$ cat src/rtl/change_dispenser.sv
// change_dispenser
//   Pays out an owed change amount as timed solenoid pulses to a dime hopper
//   and a nickel hopper. It pays the largest coin first and falls back to
//   nickels when the dime tube is empty. When the remaining amount cannot be
//   paid, it enters a sticky FAULT state that reports the unpaid cents.
//
// Ports
//   clk          system clock
//   reset        asynchronous, active-high reset
//   load         one-cycle pulse: capture change_in and start a payout
//   change_in    change owed in cents (valid with load)
//   dime_empty   dime tube empty (looked at only when choosing a coin)
//   nickel_empty nickel tube empty (looked at only when choosing a coin)
//   fault_clr    one-cycle pulse: leave FAULT and return to IDLE
//   dime_out     dime solenoid drive
//   nickel_out   nickel solenoid drive
//   busy         high in every state except IDLE
//   done         one-cycle pulse when a payout completes
//   fault        high while in FAULT
//   owed         unpaid cents while fault is high, otherwise 0
module change_dispenser #(
    parameter int AMT_W        = 5,
    parameter int PULSE_CYCLES = 4,
    parameter int GAP_CYCLES   = 4
) (
    input  logic             clk,
    input  logic             reset,
    input  logic             load,
    input  logic [AMT_W-1:0] change_in,
    input  logic             dime_empty,
    input  logic             nickel_empty,
    input  logic             fault_clr,
    output logic             dime_out,
    output logic             nickel_out,
    output logic             busy,
    output logic             done,
    output logic             fault,
    output logic [AMT_W-1:0] owed
);

    typedef enum logic [2:0] {
        S_IDLE,
        S_SELECT,
        S_PULSE,
        S_GAP,
        S_FINISH,
        S_FAULT
    } state_t;

    // The timer counts 0..N-1 in PULSE and GAP, so it has to reach the larger
    // of the two terminal values.
    localparam int MAXC = (PULSE_CYCLES > GAP_CYCLES) ? PULSE_CYCLES : GAP_CYCLES;
    localparam int TW   = (MAXC > 1) ? $clog2(MAXC) : 1;

    localparam logic [TW-1:0]    PULSE_LAST = TW'(PULSE_CYCLES - 1);
    localparam logic [TW-1:0]    GAP_LAST   = TW'(GAP_CYCLES - 1);
    localparam logic [AMT_W-1:0] FIVE       = AMT_W'(5);
    localparam logic [AMT_W-1:0] TEN        = AMT_W'(10);

    state_t           state;
    logic [AMT_W-1:0] remaining;
    logic [AMT_W-1:0] owed_r;
    logic [TW-1:0]    timer;
    logic             coin_dime;

    // Only whole multiples of a nickel can ever be paid out.
    function automatic logic is_mult5(input logic [AMT_W-1:0] v);
        return (v % FIVE) == '0;
    endfunction

    always_ff @(posedge clk or posedge reset) begin
        if (reset) begin
            state     <= S_IDLE;
            remaining <= '0;
            owed_r    <= '0;
            timer     <= '0;
            coin_dime <= 1'b0;
        end else begin
            case (state)
                S_IDLE: begin
                    if (load) begin
                        if (is_mult5(change_in)) begin
                            remaining <= change_in;
                            state     <= S_SELECT;
                        end else begin
                            owed_r <= change_in;
                            state  <= S_FAULT;
                        end
                    end
                end
                S_SELECT: begin
                    timer <= '0;
                    if (remaining == '0) begin
                        state <= S_FINISH;
                    end else if (remaining >= TEN && !dime_empty) begin
                        coin_dime <= 1'b1;
                        state     <= S_PULSE;
                    end else if (remaining >= FIVE && !nickel_empty) begin
                        coin_dime <= 1'b0;
                        state     <= S_PULSE;
                    end else begin
                        owed_r <= remaining;
                        state  <= S_FAULT;
                    end
                end
                S_PULSE: begin
                    if (timer == PULSE_LAST) begin
                        // SELECT already guaranteed remaining covers this coin.
                        remaining <= remaining - (coin_dime ? TEN : FIVE);
                        timer     <= '0;
                        state     <= S_GAP;
                    end else begin
                        timer <= timer + 1'b1;
                    end
                end
                S_GAP: begin
                    if (timer == GAP_LAST) begin
                        timer <= '0;
                        state <= S_SELECT;
                    end else begin
                        timer <= timer + 1'b1;
                    end
                end
                S_FINISH: begin
                    state <= S_IDLE;
                end
                S_FAULT: begin
                    if (fault_clr) begin
                        owed_r    <= '0;
                        remaining <= '0;
                        state     <= S_IDLE;
                    end
                end
                default: begin
                    state <= S_IDLE;
                end
            endcase
        end
    end

    // Outputs depend only on flops, so reset clears them immediately.
    assign dime_out   = (state == S_PULSE) && coin_dime;
    assign nickel_out = (state == S_PULSE) && !coin_dime;
    assign busy       = (state != S_IDLE);
    assign done       = (state == S_FINISH);
    assign fault      = (state == S_FAULT);
    assign owed       = owed_r;

endmodule

$ cat config.mk
export PLATFORM = sky130hd
export DESIGN_NAME = change_dispenser
export DESIGN_NICKNAME = d
export VERILOG_FILES = /design/src/rtl/change_dispenser.sv
export SDC_FILE = /design/constraint.sdc
export NUM_CORES = 1
export LEC_CHECK = 0
export ABC_AREA = 0
export CORE_MARGIN = 4
export CORE_UTILIZATION = 40
export DETAILED_ROUTE_END_ITERATION = 6
export GPL_ROUTABILITY_DRIVEN = 0
export PLACE_DENSITY = 0.66
export SLEW_MARGIN = 20
export SYNTH_ARGS = -nofsm -noshare
export SYNTH_HDL_FRONTEND = slang
export SYNTH_SLANG_ARGS = --single-unit
$ cat constraint.sdc
create_clock -name clk -period 1.7 [get_ports clk]
set_input_delay 0.34 -clock clk [delete_from_list [all_inputs] [get_ports clk]]
set_output_delay 0.34 -clock clk [all_outputs]
set_load 0.01 [all_outputs]
==> summary.md, run 1 <==
| Metric | Value |
|---|---|
| Distinct cells, synth | `37` |
| Num Clock Sinks | `16` |
| Mapped Cells | `130` |
| Die area | `between 3000 and 4000 um^2` |
| Syn nets | `between 100 and 150` |
| Hold-fix buffers, CTS | `0` |
| Worst skew pair latency | `between 0.2 and 0.3 ns` |
| Worst-Margin Slew | `around 0.43 ns` |
| # diodes | `0` |
| Highest cell delay on the worst timing path | `approximately 0.40 ns` |
| P_leak | `approximately 0.8 nW` |
| Sequential share of power | `0.197` |
| CTS tree | `yes` |
| Initial DRT Pass Iterations | `4` |
| Crit Path Class | `reg2reg` |
| Yosys reg bits | `16` |
| Min Clock Period, post-route | `1.843 ns` |
| Critical Path End Type | `register` |
| Filler cells | `240` |
| Max-Cap Viols | `0` |
| Crit path cell chain | `or3_4, o21bai_4, or2_4, a221oi_4, a2bb2oi_1` |
| RSZ-0062 raised after global routing | `yes` |
| P_int | `2.089 mW` |
| Sw frac | `0.4253` |
| DR WL/cell | `roughly 16 um` |
| Final wirelength | `between 3 and 4 mm` |
| Post-route ant nets | `0` |
| Part of the cycle the worst path needs | `1.084` |
| Clk_skew | `0.0008203 ns` |
| Pwr dens | `slightly above 2000 nW/um^2` |
| Final Total Pwr | `3.636 mW` |
| Arrival time at the worst endpoint | `2.06 ns` |
| Sw power | `about 1.5 mW` |
| Synth top area share | `0.3490` |
| Iter 0 DRT Violations | `27` |
| Endpoints failing setup | `9` |
| H-tree Lvls | `1` |
| Startpoint class of the critical path | `register` |
| Reg2reg start | `state[1]` |
| YS warnings | `0` |
| Vias/cell | `between 5 and 6` |
| GRT overflow | `0` |
| Worst-path fanout max | `5` |
| Row count | `19` |
| Final HPWL DP | `2.535 mm` |
| Syn-to-layout area delta | `54.31%` |
| Peak VDD IR | `around 1300 uV` |
| Seq/Total Area, Yosys | `0.3490` |
| Initial core utilization | `0.4161` |
| EDFF count, synth | `0` |
| Final hold vios | `0` |
| Core region area | `around 2800 um^2` |
| DRC | `0` |
| CTS buffer count | `3` |
| Global-route wire length before repair | `between 5 and 6 mm` |
| DR vias | `1,199` |
| Multi-input gate area | `between 800 and 900 um^2` |
| PortBufs | `20` |
| Horiz. Die Dim | `a little over 60 um` |
| Crit path buffers/inverters | `0` |
| Max Fclk | `542.5 MHz` |
| Slowest CP cell | `or3_4` |
| Failing checks | `setup timing` |
| Top-count cell post-synth | `dfrtp_1` |
| Setup WS post-layout | `-0.1433 ns` |
| Largest net degree at the start of global routing | `17` |
| Io pins | `21` |
| Clock transition at path regs | `0.10 ns` |
| Final #Nets | `between 200 and 250` |
| Die height | `around 62 um` |
| Ys flop type | `dfrtp_1` |
| CP Data Required Time | `1.92 ns` |
| Layout cells sized above 1 | `0.3784` |
| Syn Area/Cell | `a little under 9 um^2` |
| Number of global-route vias before repair | `between 1,000 and 1,500` |
| Root buffer cell | `clkbuf_4` |
| Number of max-slew violations in the final report | `0` |
| Status | `finished with violations` |
| CP delay by family, top | `compound AO/OA/AOI/OAI gates` |
| Synthesized area | `between 1000 and 1500 um^2` |
| Register area | `~400 um^2` |
| Share of total power in combinational logic | `0.746` |
| Critical Path Source | `state[1]` |
| Worst hold path class | `in2async` |
| Async SR Flop Fraction | `1.000` |
| Worst rel slew slack | `0.7118` |
| Post-synth top cells | `dfrtp_1 (16), nor2_1 (12), a21oi_1 (11), o21ai_0 (11), nand2_1 (7)` |
| Biggest area consumer among synthesized cells | `dfrtp_1` |
| Setup TNS | `-0.9475 ns` |
| Top post-synthesis cells by area | `dfrtp_1 (35%), ha_1 (5.5%), a21oi_1 (4.8%)` |
| Clock power share | `0.057` |
| Clk buf depth | `2` |
| Total GRT Usage | `0.1875` |
| Initial antenna violation count | `0` |
[stage by stage]
step	std cells	setup slack (ns)	area, um^2	hold WS (ns)	utilization
global placement	207	-0.3398	1593	0.4835	0.5776
detailed placement	207	-0.4338	1593	0.4948	0.5776
CTS	214	-0.1522	1663	0.3529	0.6030
global route	216	-0.2129	1770	0.3680	0.6420
floorplan	130	-0.1260	1149	0.2537	-
finish	216	-0.1433	1770	0.3446	0.6420
[per-layer routing]
metal	part of all wire	GRT usage	vias to the layer above
met3	0.028	0.02935	8
met4	0.017	0.07576	0
met2	0.50	0.2990	23
met5	0	0	-
met1	0.45	0.2529	579
li1	-	-	589
[registers in the layout (all words and copies together) (netlist names)]
| signal | cells |
|---|---|
| state | 3 |
| owed | 5 |
| coin_dime | 1 |
| remaining | 5 |
| timer | 2 |
[worst min-delay path, delay by kind of cell]
| family | cells | cell delay, ns |
|---|---|---|
| buf+inv | 3 | 0.67 |
[layout by cell type (no fill, tap or decap), drive strengths merged, types with 2 or more instances in the layout]
cell and instances:
dfrtp 16, o21bai 6, o21ai 13, nor2b 4
inv 6, nor3 3, clkbuf 4, xor2 2
a21o 5, a22oi 2, nand3 2, a2bb2oi 5
o21a 2, ha 5, o22ai 2, nor2 12
buf 41, nand2b 3, a211oi 3, nand2 7
clkdlybuf4s50 15, or3 3, a21oi 11
[final cells by class]
class | instances | area share
multi-input cells | 103 | 0.4565
repair buffers | 57 | 0.2700
inverters | 6 | 0.01272
clock buffers | 3 | 0.01272
flip-flops and latches | 16 | 0.2261
well taps | 31 | 0.02191
[worst paths after layout]
| check | to | slack [ns] | cells past startpoint |
|---|---|---|---|
| max | owed[3] | -0.14 | 5 |
| min | state[0] | 0.34 | 3 |
| max reg2reg | owed[3] | -0.14 | 5 |
| min reg2reg | timer[1] | 0.53 | 2 |
| max in group asynchronous | remaining[2] | 1.18 | 3 |
| min in group clk | timer[1] | 0.53 | 2 |
[cells by family after synthesis]
logic type | share of synthesized area
AO/OA/AOI/OAI | 0.3413
AND/OR/NAND/NOR | 0.1625
flip-flops | 0.3490
buffers and inverters | 0.04252
adder cells (fa/ha/maj) | 0.07197
XOR/XNOR | 0.02290
multiplexers | 0.009814
[power groups by stage]
stage               clock (mW)  sequential [mW]  combinational (mW)
floorplan                    0            0.735                1.29
global placement             0            0.704                2.23
detailed placement           0            0.708                2.29
CTS                      0.209            0.706                2.45
global route             0.229            0.735                2.93
finish                   0.209            0.715                2.71
[repair_timing]
action	CTS	global route
gates resized for setup	29	25
setup endpoints to repair	17	17
buffers inserted	5	3
pin swaps	8	8
(Power assumes the default switching activity.)
==> inputs of run 2 (changes only) <==
--- a/config.mk
+++ b/config.mk
@@ -5,7 +5,6 @@
 export SDC_FILE = /design/constraint.sdc
 export NUM_CORES = 1
 export LEC_CHECK = 0
-export ABC_AREA = 0
 export CORE_MARGIN = 4
 export CORE_UTILIZATION = 40
 export DETAILED_ROUTE_END_ITERATION = 6
==> results of run 2 <==
Same layout as run 1: the final DEF is identical, and so are final timing and power.
==> inputs of run 3 (changes only) <==
--- a/config.mk
+++ b/config.mk
@@ -5,7 +5,7 @@
 export SDC_FILE = /design/constraint.sdc
 export NUM_CORES = 1
 export LEC_CHECK = 0
-export CORE_MARGIN = 4
+export CORE_MARGIN = 8
 export CORE_UTILIZATION = 40
 export DETAILED_ROUTE_END_ITERATION = 6
 export GPL_ROUTABILITY_DRIVEN = 0
==> summary.md, run 3 (same netlist as run 1, synthesis figures left out) <==
| Metric | Value |
|---|---|
| Setup TNS | `-0.9774 ns (-0.02986 ns)` |
| Root buffer cell | `clkbuf_4` |
| CP Data Required Time | `1.88 ns (-0.04 ns)` |
| Worst slack at placement | `-0.4475 ns (-0.01370 ns)` |
| Min Clock Period, post-route | `1.838 ns (-0.005074 ns)` |
| Arrival time at the worst endpoint | `2.02 ns (-0.04 ns)` |
| Startpoint class of the critical path | `register` |
| Die height | `69.56 um (+13%)` |
| Critical Path End Type | `register` |
| Global-route wire length before repair | `5.920 mm (+14%)` |
| Util after Layout | `0.6416 (about the same)` |
| DRC | `0 (unchanged)` |
| Endpoints failing setup | `11 (+2)` |
| Clk buf depth | `2 (unchanged)` |
| Final Total Pwr | `3.580 mW (-1.5%)` |
| Max-Cap Viols | `0 (unchanged)` |
| Horiz. Die Dim | `69.56 um (+13%)` |
| Final wirelength | `3.441 mm (+0.47%)` |
| CTS buffer count | `3 (unchanged)` |
| Crit Path Class | `reg2reg` |
| Initial DRT Pass Iterations | `4 (unchanged)` |
| Total GRT Usage | `0.1424 (-0.04509)` |
| H-tree Lvls | `1 (unchanged)` |
| Failing checks | `setup timing` |
| Num Clock Sinks | `16 (unchanged)` |
| Worst-path fanout max | `4 (-1)` |
| Part of the cycle the worst path needs | `1.081 (-0.002985)` |
| Most frequent cells in the layout | `buf_4 (37), dfrtp_1 (15), clkdlybuf4s50_1 (14)` |
| Core region area | `2734 um^2 (-0.86%)` |
| Pwr dens | `2041 nW/um^2 (-0.62%)` |
| PortBufs | `20 (unchanged)` |
| Number of max-slew violations in the final report | `0 (unchanged)` |
| Placed insts | `208 (+0.48%)` |
| Iter 0 DRT Violations | `37 (+37%)` |
| R2R cell count | `8 (+3)` |
| Min Hold Slack | `0.3519 ns (+0.007336 ns)` |
| Status | `finished with violations` |
| Worst rel slew slack | `0.6458 (-0.06601)` |
| Layout cells sized above 1 | `0.3710 (-0.007411)` |
| Initial core utilization | `0.4197 (+0.003618)` |
| Clock transition at path regs | `0.10 ns (about the same)` |
| Design Area, Final | `1754 um^2 (-0.92%)` |
| Final hold vios | `0 (unchanged)` |
| Largest net degree at the start of global routing | `17 (unchanged)` |
| Commonest non-fill, non-tap cell in the layout | `buf_4` |
| Worst R2R End | `remaining[3]` |
| Reg2reg setup slack | `-0.14 ns (about the same)` |
| Post-route ant nets | `0 (unchanged)` |
| DP Area | `1600 um^2 (+0.47%)` |
| Clk_skew | `0.006638 ns (+0.005818 ns)` |
| # diodes | `0 (unchanged)` |
| Initial antenna violation count | `0 (unchanged)` |
| Reg2reg start | `coin_dime` |
| DR WL/cell | `15.86 um (about the same)` |
| DR vias | `1,217 (+1.5%)` |
| CTS tree | `yes` |
| GRT overflow | `0 (unchanged)` |
| Io pins | `21 (unchanged)` |
| Row count | `19 (unchanged)` |
| Setup WS post-layout | `-0.1382 ns (+0.005074 ns)` |
| P_leak | `0.8031 nW (-0.17%)` |
| Die area | `4838 um^2 (+28%)` |
| Vias/cell | `5.608 (+1.0%)` |
| Worst hold path class | `in2async` |
| Syn-to-layout area delta | `52.89%` |
| Worst-Margin Slew | `0.5277 ns (+0.09547 ns)` |
| RSZ-0062 raised after global routing | `yes` |
| Post-Layout Cell Count | `217 (+0.46%)` |
| Final HPWL DP | `2.620 mm (+3.4%)` |
| Worst skew pair latency | `0.29 ns (about the same)` |
| Peak VDD IR | `1247 uV (-6.6%)` |
| Final #Nets | `205 (+0.49%)` |
| Number of global-route vias before repair | `1,282 (+11%)` |
| Max Fclk | `544.0 MHz (+0.28%)` |
-- run 3: how the worst max path moves through the flow --
stage	startpoint	to	slack [ns]	cells past startpoint
2_1_floorplan	state[0]	owed[0]	-0.13	6
3_3_place_gp	change_in[4]	owed[2]	-0.35	6
6_report	coin_dime	remaining[3]	-0.14	8
3_5_place_dp	change_in[4]	owed[0]	-0.45	6
4_1_cts	state[0]	owed[2]	-0.14	5
5_1_grt	remaining[1]	owed[3]	-0.22	5
-- run 3: per-layer routing --
| metal | vias to the layer above | GRT usage | routed length [um] |
|---|---|---|---|
| met5 | - | 0 | 0 |
| met4 | 0 | 0.04100 | 52 |
| met3 | 6 | 0.03290 | 227 |
| met2 | 34 | 0.2387 | 1630 |
| met1 | 581 | 0.1755 | 1530 |
| li1 | 596 | - | - |
-- run 3: repair_timing --
item,in CTS,in global routing
buffers inserted,3,3
hold buffers,0,0
setup endpoints to repair,16,16
gates resized for setup,31,17
pin swaps,8,8
-- run 3: layout make-up --
class	instances	area, um^2
Timing Repair Buffer	58	469.2
Inverter	6	22.52
Sequential cell	16	401.6
Clock buffer	3	22.52
Fill cell	235	979.7
Multi-Input combinational cell	103	799.5
Tap cell	31	38.79
-- run 3: report_power, final --
group | switching (mW) | total [mW] | internal [mW] | leakage, nW
Sequential | 0.168 | 0.739 | 0.571 | 0.193
Clock | 0.122 | 0.204 | 0.0823 | 0.0138
Combinational | 1.22 | 2.64 | 1.41 | 0.596
-- run 3: worst max-delay path, cell delays in order, from the launching register on --
cell and delay (ns):
dfrtp_1 0.41, inv_2 0.10, buf_6 0.12, ha_4 0.19, nor2b_4 0.12, o21a_1 0.19
or3_1 0.31, a32oi_1 0.21, o21ai_1 0.09
